File: config.mk
export PLATFORM = sky130hd
export DESIGN_NAME = ds_width_reducer
export DESIGN_NICKNAME = d
export VERILOG_FILES = /design/src/rtl/ds_width_reducer.sv
export SDC_FILE = /design/constraint.sdc
export NUM_CORES = 1
export LEC_CHECK = 0
export BUFFER_PORTS_ARGS = -buffer_cell sky130_fd_sc_hd__buf_2
export CAP_MARGIN = 25
export CORE_UTILIZATION = 43
export CTS_CLUSTER_DIAMETER = 30
export DETAILED_ROUTE_END_ITERATION = 10
export HOLD_SLACK_MARGIN = 0.05
export PLACE_DENSITY_LB_ADDON = 0.3
export SLEW_MARGIN = 20
export SYNTH_ARGS = -nofsm -noshare
export SYNTH_HDL_FRONTEND = slang
export SYNTH_SLANG_ARGS = --single-unit
File: constraint.sdc
create_clock -name clk -period 1.2 [get_ports clk]
set_input_delay 0.12 -clock clk [delete_from_list [all_inputs] [get_ports clk]]
set_output_delay 0.12 -clock clk [all_outputs]
set_load 0.03 [all_outputs]
File: src/rtl/ds_width_reducer.sv
// ds_width_reducer: splits each OWIDTH*FACTOR-bit inbound word into FACTOR
// OWIDTH-bit outbound words, least-significant slice first, at one narrow
// word per clock with no bubbles between consecutive wide words.
module ds_width_reducer #(
  parameter int OWIDTH = 8,
  parameter int FACTOR = 2
) (
  input  logic                     clk,
  input  logic                     reset,
  input  logic [OWIDTH*FACTOR-1:0] i_dat,
  input  logic                     i_val,
  output logic                     i_rdy,
  output logic [OWIDTH-1:0]        o_dat,
  output logic                     o_val,
  input  logic                     o_rdy
);

  localparam int IWIDTH = OWIDTH * FACTOR;
  localparam int CNT_W  = $clog2(FACTOR);
  localparam logic [CNT_W-1:0] CNT_PENULT = CNT_W'(FACTOR - 2);

  logic [IWIDTH-1:0] data_reg;
  logic              busy_reg;
  logic [CNT_W-1:0]  slice_cnt;
  logic              last_reg;

  logic accept;
  logic deliver;

  // A new word can enter when idle, or when the final slice leaves this cycle.
  assign i_rdy   = ~busy_reg | (last_reg & o_rdy);
  assign accept  = i_val & i_rdy;
  assign deliver = busy_reg & o_rdy;

  // The low slice of the shifting register is the output, so no wide mux.
  assign o_val = busy_reg;
  assign o_dat = data_reg[OWIDTH-1:0];

  // Load on accept (wins over last-slice retire), otherwise shift per delivery.
  always_ff @(posedge clk or posedge reset) begin
    if (reset) begin
      data_reg  <= '0;
      busy_reg  <= 1'b0;
      slice_cnt <= '0;
      last_reg  <= 1'b0;
    end else if (accept) begin
      data_reg  <= i_dat;
      busy_reg  <= 1'b1;
      slice_cnt <= '0;
      last_reg  <= 1'b0;
    end else if (deliver) begin
      if (last_reg) begin
        busy_reg  <= 1'b0;
        slice_cnt <= '0;
        last_reg  <= 1'b0;
      end else begin
        data_reg  <= data_reg >> OWIDTH;
        slice_cnt <= slice_cnt + CNT_W'(1);
        last_reg  <= (slice_cnt == CNT_PENULT);
      end
    end
  end

endmodule

* Word-level counts from Yosys, hierarchy flattened *
Cells that the tools add are included.

storage, ports and cells
  register bits = 19
  input bits = 20
  output and inout bits = 10
  logic and storage cells = 28

operators by class
  reductions and logical operators = 4
  bitwise logic cells = 6
  mux-type cells = 12
  eq/ne operators = 1
  add/subtract/negate cells = 1

operator list
  kind                 number
  $mux 16              3
  $mux 1               9
  $reduce_and 2->1     2
  $reduce_bool 2->1    2
  $and 1x1->1          3
  $ne 2x1->1 const B   1
  $not 1->1            2
  $add 1x1->1 const B  1
  $or 1x1->1           1

* Longest topological paths before layout *
Gate-level depths: netlist (run 1).

  word-level depth = 5
  mapped depth = 5
  gate-level depth less buffers = 3

* Worst setup path before layout (run 1) *
No wires, ideal clock.

  kind = flip-flop to flip-flop
  start = register busy_reg (netlist: o_val)
  end = register data_reg[0]
  period minus slack after synthesis = 1.540 ns
  stages on the path, launching flop included = 6
  arrival = 1.446 ns
  path buffers = 2
  path slack = -0.340 ns
  library setup time = 0.094 ns
  data required time = 1.106 ns
  cell sequence = dfrtp_1 > a21bo_2 > and2_1 > buf_6 > buf_6 > a221oi_2

between the ends
  cells in the longest elaborated chain, start to end = 5
  elaborated cells between the ends (all ways) = 8
  those cells by class = eq/ne (1); mux (1); bitwise (4); reduce/logical (2)

ends and longest elaborated chain
  element                                                           RTL line  source
  start: declaration                                                23        logic busy_reg;
  start signal: assignment                                          43        busy_reg <= 1'b0;
  start signal: assignment                                          48        busy_reg <= 1'b1;
  start signal: assignment                                          53        busy_reg <= 1'b0;
  $not 1->1                                                         31        assign i_rdy = ~busy_reg | (last_reg & o_rdy);
  $or 1x1->1                                                        31
  $and 1x1->1                                                       32        assign accept = i_val & i_rdy;
  $ne 2x1->1 (no line) / $reduce_bool 2->1 (equally long branches)  -
  $reduce_and 2->1 (no line)                                        -
  end signal: assignment                                            47        data_reg <= i_dat;
  end signal: assignment                                            57        data_reg <= data_reg >> OWIDTH;
  end: declaration                                                  22        logic [IWIDTH-1:0] data_reg;

Parallel ways exist; a longest one is shown, timed or not.
A chain may end at the register's enable or synchronous reset.

==> results of run 1 <==
-- power breakdown --
group / internal [mW] / switching, mW
registers: 0.819 / 0.140
logic: 0.517 / 0.726
clock network: 0.129 / 0.172
-- metal layers --
metal	track usage	vias up
li1	-	373
met3	0.04906	2
met4	0.03333	0
met1	0.2196	385
met2	0.3178	17
met5	0	-
-- kinds of logic after synthesis --
logic type             after synthesis  synth area share
AND/OR/NAND/NOR                     30            0.1497
multiplexers                         1           0.01119
flip-flops                          18            0.5035
AO/OA/AOI/OAI                       18            0.1553
buffers and inverters               31            0.1804
-- synth_stat cells --
library cell  number
a221oi_1           6
o21ai_0            8
nor2_1             8
o22ai_1            1
and2_1             1
a221oi_2           2
nand3_1            8
a21bo_2            1
buf_4              8
nand2b_1           1
clkbuf_1           3
inv_1             18
nand3b_1           1
mux2i_1            1
buf_6              2
dfrtp_1           18
nor2b_1            1
nand2_1           10
-- layout by cell type, fill, tap and decap left out, types with 2 or more instances in the layout --
cell / Yosys / routed
o21ai_0: 8 / 6
inv_1: 18 / 18
buf_4: 8 / 4
clkbuf_16: 0 / 2
nor2_2: 0 / 2
dfrtp_1: 18 / 17
clkbuf_4: 0 / 3
nand3_1: 8 / 8
nand2_1: 10 / 10
buf_6: 2 / 3
o21ai_1: 0 / 2
buf_2: 0 / 28
nor2_4: 0 / 6
a221oi_2: 2 / 7
-- timing repair --
item	CTS	global route
cloned	0	2
pin swaps	2	0
hold endpoints to repair	18	0
endpoints found under the setup margin	7	17
gates resized for setup	17	11
buffers inserted	2	1
hold buffers	1	0
-- final cells by class --
type	instances	area, um2	share of cell area
Clock buffer	4	26.28	0.02098
Inverter	18	67.56	0.05395
Multi-Input combinational cell	49	389.1	0.3107
Sequential cell	18	451.7	0.3606
Tap cell	27	33.78	0.02697
Timing Repair Buffer	39	284.0	0.2268
-- worst register-to-register path, delay by kind of cell (launching register included) --
kind,cells,cell delay (ns)
AO/OA/AOI/OAI,1,0.09
buffers and inverters,3,0.46
flip-flops,1,0.41
AND/OR/NAND/NOR,2,0.23
-- worst paths after layout --
| path | to | slack (ns) | cells after the start |
|---|---|---|---|
| setup / recovery | data_reg[13] | -0.11 | 6 |
| setup reg to reg | data_reg[13] | -0.11 | 6 |
| hold / removal | data_reg[7] | 0.06 | 3 |
| hold reg to reg | data_reg[4] | 0.53 | 2 |
| min in group asynchronous | data_reg[7] | 0.38 | 4 |
| max in group asynchronous | o_val | 0.62 | 4 |
-- per-stage QoR --
| step | hold slack (ns) | utilization | setup TNS, ns | std cells | instance area [um2] |
|---|---|---|---|---|---|
| 2_1_floorplan | 0.05850 | - | -1.889 | 98 | 905.9 |
| 3_3_place_gp | 0.1424 | 0.5261 | 0 | 145 | 1032 |
| 3_5_place_dp | 0.1454 | 0.5261 | -0.09854 | 145 | 1032 |
| 4_1_cts | 0.05836 | 0.5861 | -0.1905 | 152 | 1150 |
| 5_1_grt | 0.05328 | 0.6384 | -1.990 | 155 | 1252 |
| 6_report | 0.06396 | 0.6384 | -1.123 | 155 | 1252 |
==> impl_metrics.ini, run 1 <==
[run_status]
status = complete, but fails checks
violations = setup timing

[detailed_routing]
routed_via_density = 5.013
wire_per_inst_um = 12.83
top_layer = met4
drtIter0Drc = 7
wl_mm = 1.989
via_count = 777
route.met2.wl_mm = 1.062
route.detailed.drc = 0
final_antenna_net_count = 0
wl_met1_um = 826
firstDrtPassIters = 4
wl_met3_um = 80

[yosys]
ys_types = 18
synthesis.instances = 98
synth_area_leaders = dfrtp_1, inv_1, buf_4, a221oi_1, nand3_1
avgSynthCellArea_um2 = 9.129
yosysTopAreaCell = dfrtp_1
synth_nets = 118
syn_area_um2 = 894.6
ys_warn_count = 0
yosysSeqAreaShare = 0.5035
yosysTopAreaCellShare = 0.5035
ys_ff_latch = 18

[worst_setup_path]
critPathKind = reg2reg
max_stage_delay_ns = 0.41
cp_top_family = buffers and inverters
required_ns = 1.35
worst-path-buf-inv = 3
crit_start = slice_cnt
start_kind = register
worstPathArrival_ns = 1.46
crit_path_end_kind = register
worstPathMaxFanout = 8
slowest_stage = dfrtp_1
critical_path.cell_chain = buf_4 > nand3b_1 > buf_6 > clkbuf_16 > nand2_1 > o21ai_0
r2r_start = slice_cnt

[clock_network]
htreeDepth = 1
cts-root-buf = clkbuf_4
cts.path.max_buffers = 2
insertion_delay_ns = 0.28
cts_buffers = 3
clkSinkCount = 18
clk_pin_slew_ns = 0.10
tritoncts = done

[sta]
clock_skew_ns = 0.008847
finalCriticalPeriod_ns = 1.309
final_max_slew_viol_count = 0
fin_crit_sh = 1.091
worst_pin_slew_ns = 0.3801
setup_viol = 17
relSlewSlack = 0.7466
rsz0062_at_grt = true
fmax_mhz = 763.7
hold_viol = 0
setup_slack_ns = -0.1095

[placement]
gp_congestion = 0.6897
hpwl_mm = 1.189
io_buffers = 29
pre_cts_ws_ns = -0.04520

[grt]
grt_pass1_vias = 668
grt_pass1_wl_mm = 2.794
track_usage = 0.1789
grt_antenna_before_repair = 0
grt-ovfl-total = 0
grt_start_max_net_pins = 19

[floorplanning]
die_w_um = 47.61
ios = 30
dieArea_mm2 = 0.002267
fp-row-count = 16
core-area_mm2 = 0.001962
die_h_um = 47.61
start_util = 0.4560

[power_and_ir_drop]
total_power_mw = 2.503
p_leak_nw = 0.6452
ir_drop_uv = 1098
power_density_mw_per_mm2 = 1998

[finish]
nets = 149
diodes = 0
largest_register_ffs = 16
synthToLayoutAreaGrowth_pct = 40.00
drive_gt1_frac = 0.4766
fillers = 186

[worst_hold_path]
hold_class = in2reg
hp-start = i_dat[7]

[job]
drv_cap = 0
Note: power is estimated with default switching activity, not from simulation.
==> run 2, diff against run 1 <==
Settings changed: CORE_MARGIN set to 4, CORE_UTILIZATION 43 to 46, CTS_BUF_LIST set to sky130_fd_sc_hd__clkbuf_4, SKIP_CTS_REPAIR_TIMING set to 1.
==> impl_metrics.ini, run 2 (synthesis gave the netlist of run 1 again) <==
[clock_network]
htreeDepth = 1
clkSinkCount = 18
cts_buffers = 3
insertion_delay_ns = 0.28
cts-root-buf = clkbuf_4
cts.path.max_buffers = 2
clk_pin_slew_ns = 0.10
tritoncts = done

[sta]
setup_viol = 17
hold_viol = 0
final_max_slew_viol_count = 0
setup_slack_ns = -0.1253
fin_crit_sh = 1.104
relSlewSlack = 0.7285
finalCriticalPeriod_ns = 1.325
whs_ns = 0.06072
rsz0062_at_grt = true
setup_tns_ns = -1.508
clock_skew_ns = 0.003434
worst_pin_slew_ns = 0.4073
fmax_mhz = 754.5

[grt]
grt_start_max_net_pins = 19
grt_pass1_vias = 649
track_usage = 0.1390
grt_antenna_before_repair = 0
grt_pass1_wl_mm = 2.794
grt-ovfl-total = 0

[floorplanning]
die_h_um = 52.10
start_util = 0.5018
ios = 30
fp-row-count = 15
die_w_um = 52.10
dieArea_mm2 = 0.002714
core-area_mm2 = 0.001783

[detailed_routing]
routed_via_density = 4.803
final_antenna_net_count = 0
firstDrtPassIters = 4
wire_per_inst_um = 12.65
via_count = 754
wl_mm = 1.986
route.detailed.drc = 0
drtIter0Drc = 7

[power_and_ir_drop]
p_sw_mw = 1.048
p_seq_frac = 0.384
total_power_mw = 2.510
combPwrFrac = 0.499
p_leak_nw = 0.6521
switching_share = 0.4176
p_clk_frac = 0.117
ir_drop_uv = 1081
power_density_mw_per_mm2 = 1994
internal_power_mw = 1.462

[worst_setup_path]
crit_path_end_kind = register
start_kind = register
rrSetupSlack_ns = -0.13
r2r_start = o_val
slowest_stage = dfrtp_2
worst-path-buf-inv = 3
worstPathArrival_ns = 1.53
max_stage_delay_ns = 0.45
path_common_cell = buf_6
reg2reg_to = data_reg[3]
worstPathMaxFanout = 5
reg2reg_depth = 6
critPathKind = reg2reg
critical_path.cell_chain = buf_6 > buf_6 > nand3b_1 > buf_6 > nor2_4 > a221oi_2
cp_top_family = flip-flops
required_ns = 1.40

[finish]
final_common_cell = buf_2
utilization = 0.7060
final_cell_area_mm2 = 0.001259
finalNonFillerCells = 157
layout_common_cells = buf_2, inv_1, dfrtp_1
nets = 153
largest_register_ffs = 16
synthToLayoutAreaGrowth_pct = 40.70
fillers = 145
drive_gt1_frac = 0.5530
diodes = 0

[worst_hold_path]
hp-start = i_dat[7]
worstHoldPathCells = 3
hold_class = in2reg
holdPathEnd = data_reg[7]

[placement]
pre_cts_ws_ns = -0.02378
io_buffers = 29
place_area_mm2 = 0.001025
hpwl_mm = 1.254
dp.cells = 144
gp_congestion = 0.7281

[job]
drv_cap = 0

[run_status]
violations = setup timing
status = complete, but fails checks
-- run 2: cell count changes in the layout (fill, tap and decap cells not counted), moves of 2 or more --
cell | previous run | this run
buf_4 | 4 | 7
o21ai_0 | 6 | 0
buf_6 | 3 | 7
nand2_2 | 0 | 6
o21ai_2 | 0 | 2
nand2_1 | 10 | 4
clkbuf_16 | 2 | 0
nor2_2 | 2 | 5
nor2_4 | 6 | 3
o21ai_1 | 2 | 6
-- run 2: area by class of cell --
| cell class | count | area, um2 | area share |
|---|---|---|---|
| sequential | 18 | 451.7 | 0.3588 |
| multi-input combinational | 49 | 400.4 | 0.3181 |
| timing repair buffer | 43 | 281.5 | 0.2237 |
| inverter | 18 | 67.56 | 0.05368 |
| tap | 25 | 31.28 | 0.02485 |
| clock buffer | 3 | 22.52 | 0.01789 |
| clock inverter | 1 | 3.754 | 0.002982 |
-- run 2: routing by layer --
layer	wire, um	vias up	GRT usage
li1	-	378	-
met1	799	353	0.1764
met2	1065	19	0.2343
met3	100	4	0.03152
met4	20	0	0.03930
met5	0	-	0
-- run 2: worst max path at each step --
stage	from	end	slack (ns)	cells after the start
after floorplan	o_val	data_reg[0]	-0.19	5
after global placement	o_val	data_reg[4]	0.03	3
after detailed placement	o_val	data_reg[5]	-0.02	3
after CTS	o_val	i_rdy	-0.25	3
after global routing	o_val	data_reg[3]	-0.23	6
final	o_val	data_reg[3]	-0.13	6
-- run 2: worst register-to-register path: stages (launching register included) --
cell and delay, ns:
dfrtp_2 0.45, buf_6 0.12, buf_6 0.10, nand3b_1 0.18
buf_6 0.18, nor2_4 0.05, a221oi_2 0.16
-- run 2: power by group through the flow --
stage	clock [mW]	sequential [mW]	combinational, mW
after global routing	0.341	0.992	1.34
after CTS	0.301	0.927	0.945
after global placement	0	0.928	0.930
final	0.294	0.965	1.25
after detailed placement	0	0.941	0.942
after floorplan	0	0.931	0.850
==> run 3, diff against run 2 <==
Settings changed: CORE_MARGIN 4 to unset, SKIP_CTS_REPAIR_TIMING 1 to unset.
==> impl_metrics.ini, run 3 (synthesis gave the netlist of run 1 again) <==
[job]
drv_cap = 0

[finish]
largest_register_ffs = 16
drive_gt1_frac = 0.4688
final_cell_area_mm2 = 0.001215
finalNonFillerCells = 153
nets = 149
diodes = 0
final_common_cell = buf_2
layout_common_cells = buf_2, inv_1, dfrtp_1
synthToLayoutAreaGrowth_pct = 35.80

[sta]
setup_viol = 2
relSlewSlack = 0.8415
finalCriticalPeriod_ns = 1.253
final_max_slew_viol_count = 0
fmax_mhz = 797.8
hold_viol = 0
worst_pin_slew_ns = 0.2377
setup_slack_ns = -0.05345
clock_skew_ns = 0.007191
fin_crit_sh = 1.045
rsz0062_at_grt = true

[worst_hold_path]
hold_class = in2reg
worstHoldPathCells = 3
holdPathEnd = data_reg[2]
hp-start = i_dat[2]

[floorplanning]
fp-row-count = 15
die_w_um = 46.10
ios = 30
dieArea_mm2 = 0.002125
core-area_mm2 = 0.001783
start_util = 0.5018
die_h_um = 46.10

[placement]
io_buffers = 29
place_area_mm2 = 0.001022
hpwl_mm = 1.101
dp.cells = 142
gp_congestion = 0.7234

[grt]
grt_antenna_before_repair = 0
grt_start_max_net_pins = 19
grt_pass1_wl_mm = 3.036
grt_pass1_vias = 718
track_usage = 0.2038
grt-ovfl-total = 0

[power_and_ir_drop]
power_density_mw_per_mm2 = 2014
ir_drop_uv = 980.6
p_leak_nw = 0.6413
total_power_mw = 2.447

[worst_setup_path]
crit_path_end_kind = output pin
crit_start = o_val
worstPathMaxFanout = 2
required_ns = 1.08
rrSetupSlack_ns = -0.02
critPathKind = reg2out
reg2reg_to = data_reg[0]
r2r_start = o_val
reg2reg_depth = 5
start_kind = register
worstPathArrival_ns = 1.13

[detailed_routing]
route.detailed.drc = 0
via_count = 727
wl_mm = 1.767
drtIter0Drc = 17
routed_via_density = 4.752
final_antenna_net_count = 0
wire_per_inst_um = 11.55
firstDrtPassIters = 4

[clock_network]
htreeDepth = 1
clk_pin_slew_ns = 0.10
tritoncts = done
cts_buffers = 3
cts.path.max_buffers = 2
insertion_delay_ns = 0.28
cts-root-buf = clkbuf_4
clkSinkCount = 18

[run_status]
status = complete, but fails checks
violations = setup timing
## run 3: final cells by class
class                      count  area, um2
fill                         137      568.0
multi-input combinational     49      367.9
clock buffer                   4      30.03
tap                           25      31.28
sequential                    18      451.7
inverter                      18      67.56
timing repair buffer          39      266.5
## run 3: stage by stage
step	TNS (ns)	hold WS, ns	utilization	setup WS [ns]
finish	-0.07664	0.06438	0.6814	-0.05345
global route	-0.8595	0.05020	0.6814	-0.1187
CTS	-0.07194	0.05160	0.6667	-0.05600
detailed placement	-0.1294	0.1438	0.5733	-0.02721
global placement	0	0.1424	0.5733	0.01589
floorplan	-1.889	0.05850	-	-0.1888
## run 3: what timing repair did
item / CTS / global route
hold buffers: 2 / 0
pin swaps: 3 / 0
endpoints found under the hold margin: 19 / 0
gates resized for setup: 13 / 12
setup buffers: 5 / 0
setup endpoints to repair: 8 / 18
## run 3: routing by layer
layer | GRT usage | routed length, um
met1 | 0.2695 | 792
met2 | 0.3268 | 898
met3 | 0.03529 | 64
met4 | 0.08824 | 12
met5 | 0 | 0
## run 3: how the worst max path moves through the flow
| stage | end | slack (ns) | cells past startpoint |
|---|---|---|---|
| 2_1_floorplan | data_reg[0] | -0.19 | 5 |
| 3_3_place_gp | data_reg[7] | 0.02 | 3 |
| 3_5_place_dp | data_reg[6] | -0.03 | 3 |
| 4_1_cts | i_rdy | -0.06 | 3 |
| 5_1_grt | i_rdy | -0.12 | 3 |
| 6_report | i_rdy | -0.05 | 3 |
## run 3: critical path, cell delays in order, from the launching register on
cell	delay, ns
dfrtp_2	0.37
a21bo_2	0.24
buf_6	0.12
buf_6	0.13
## run 3: where the power goes
part           leakage, nW  total (mW)  switching (mW)  internal, mW
registers            0.218       0.928           0.109         0.818
logic                0.405        1.20           0.708         0.488
clock network       0.0184       0.324           0.172         0.151
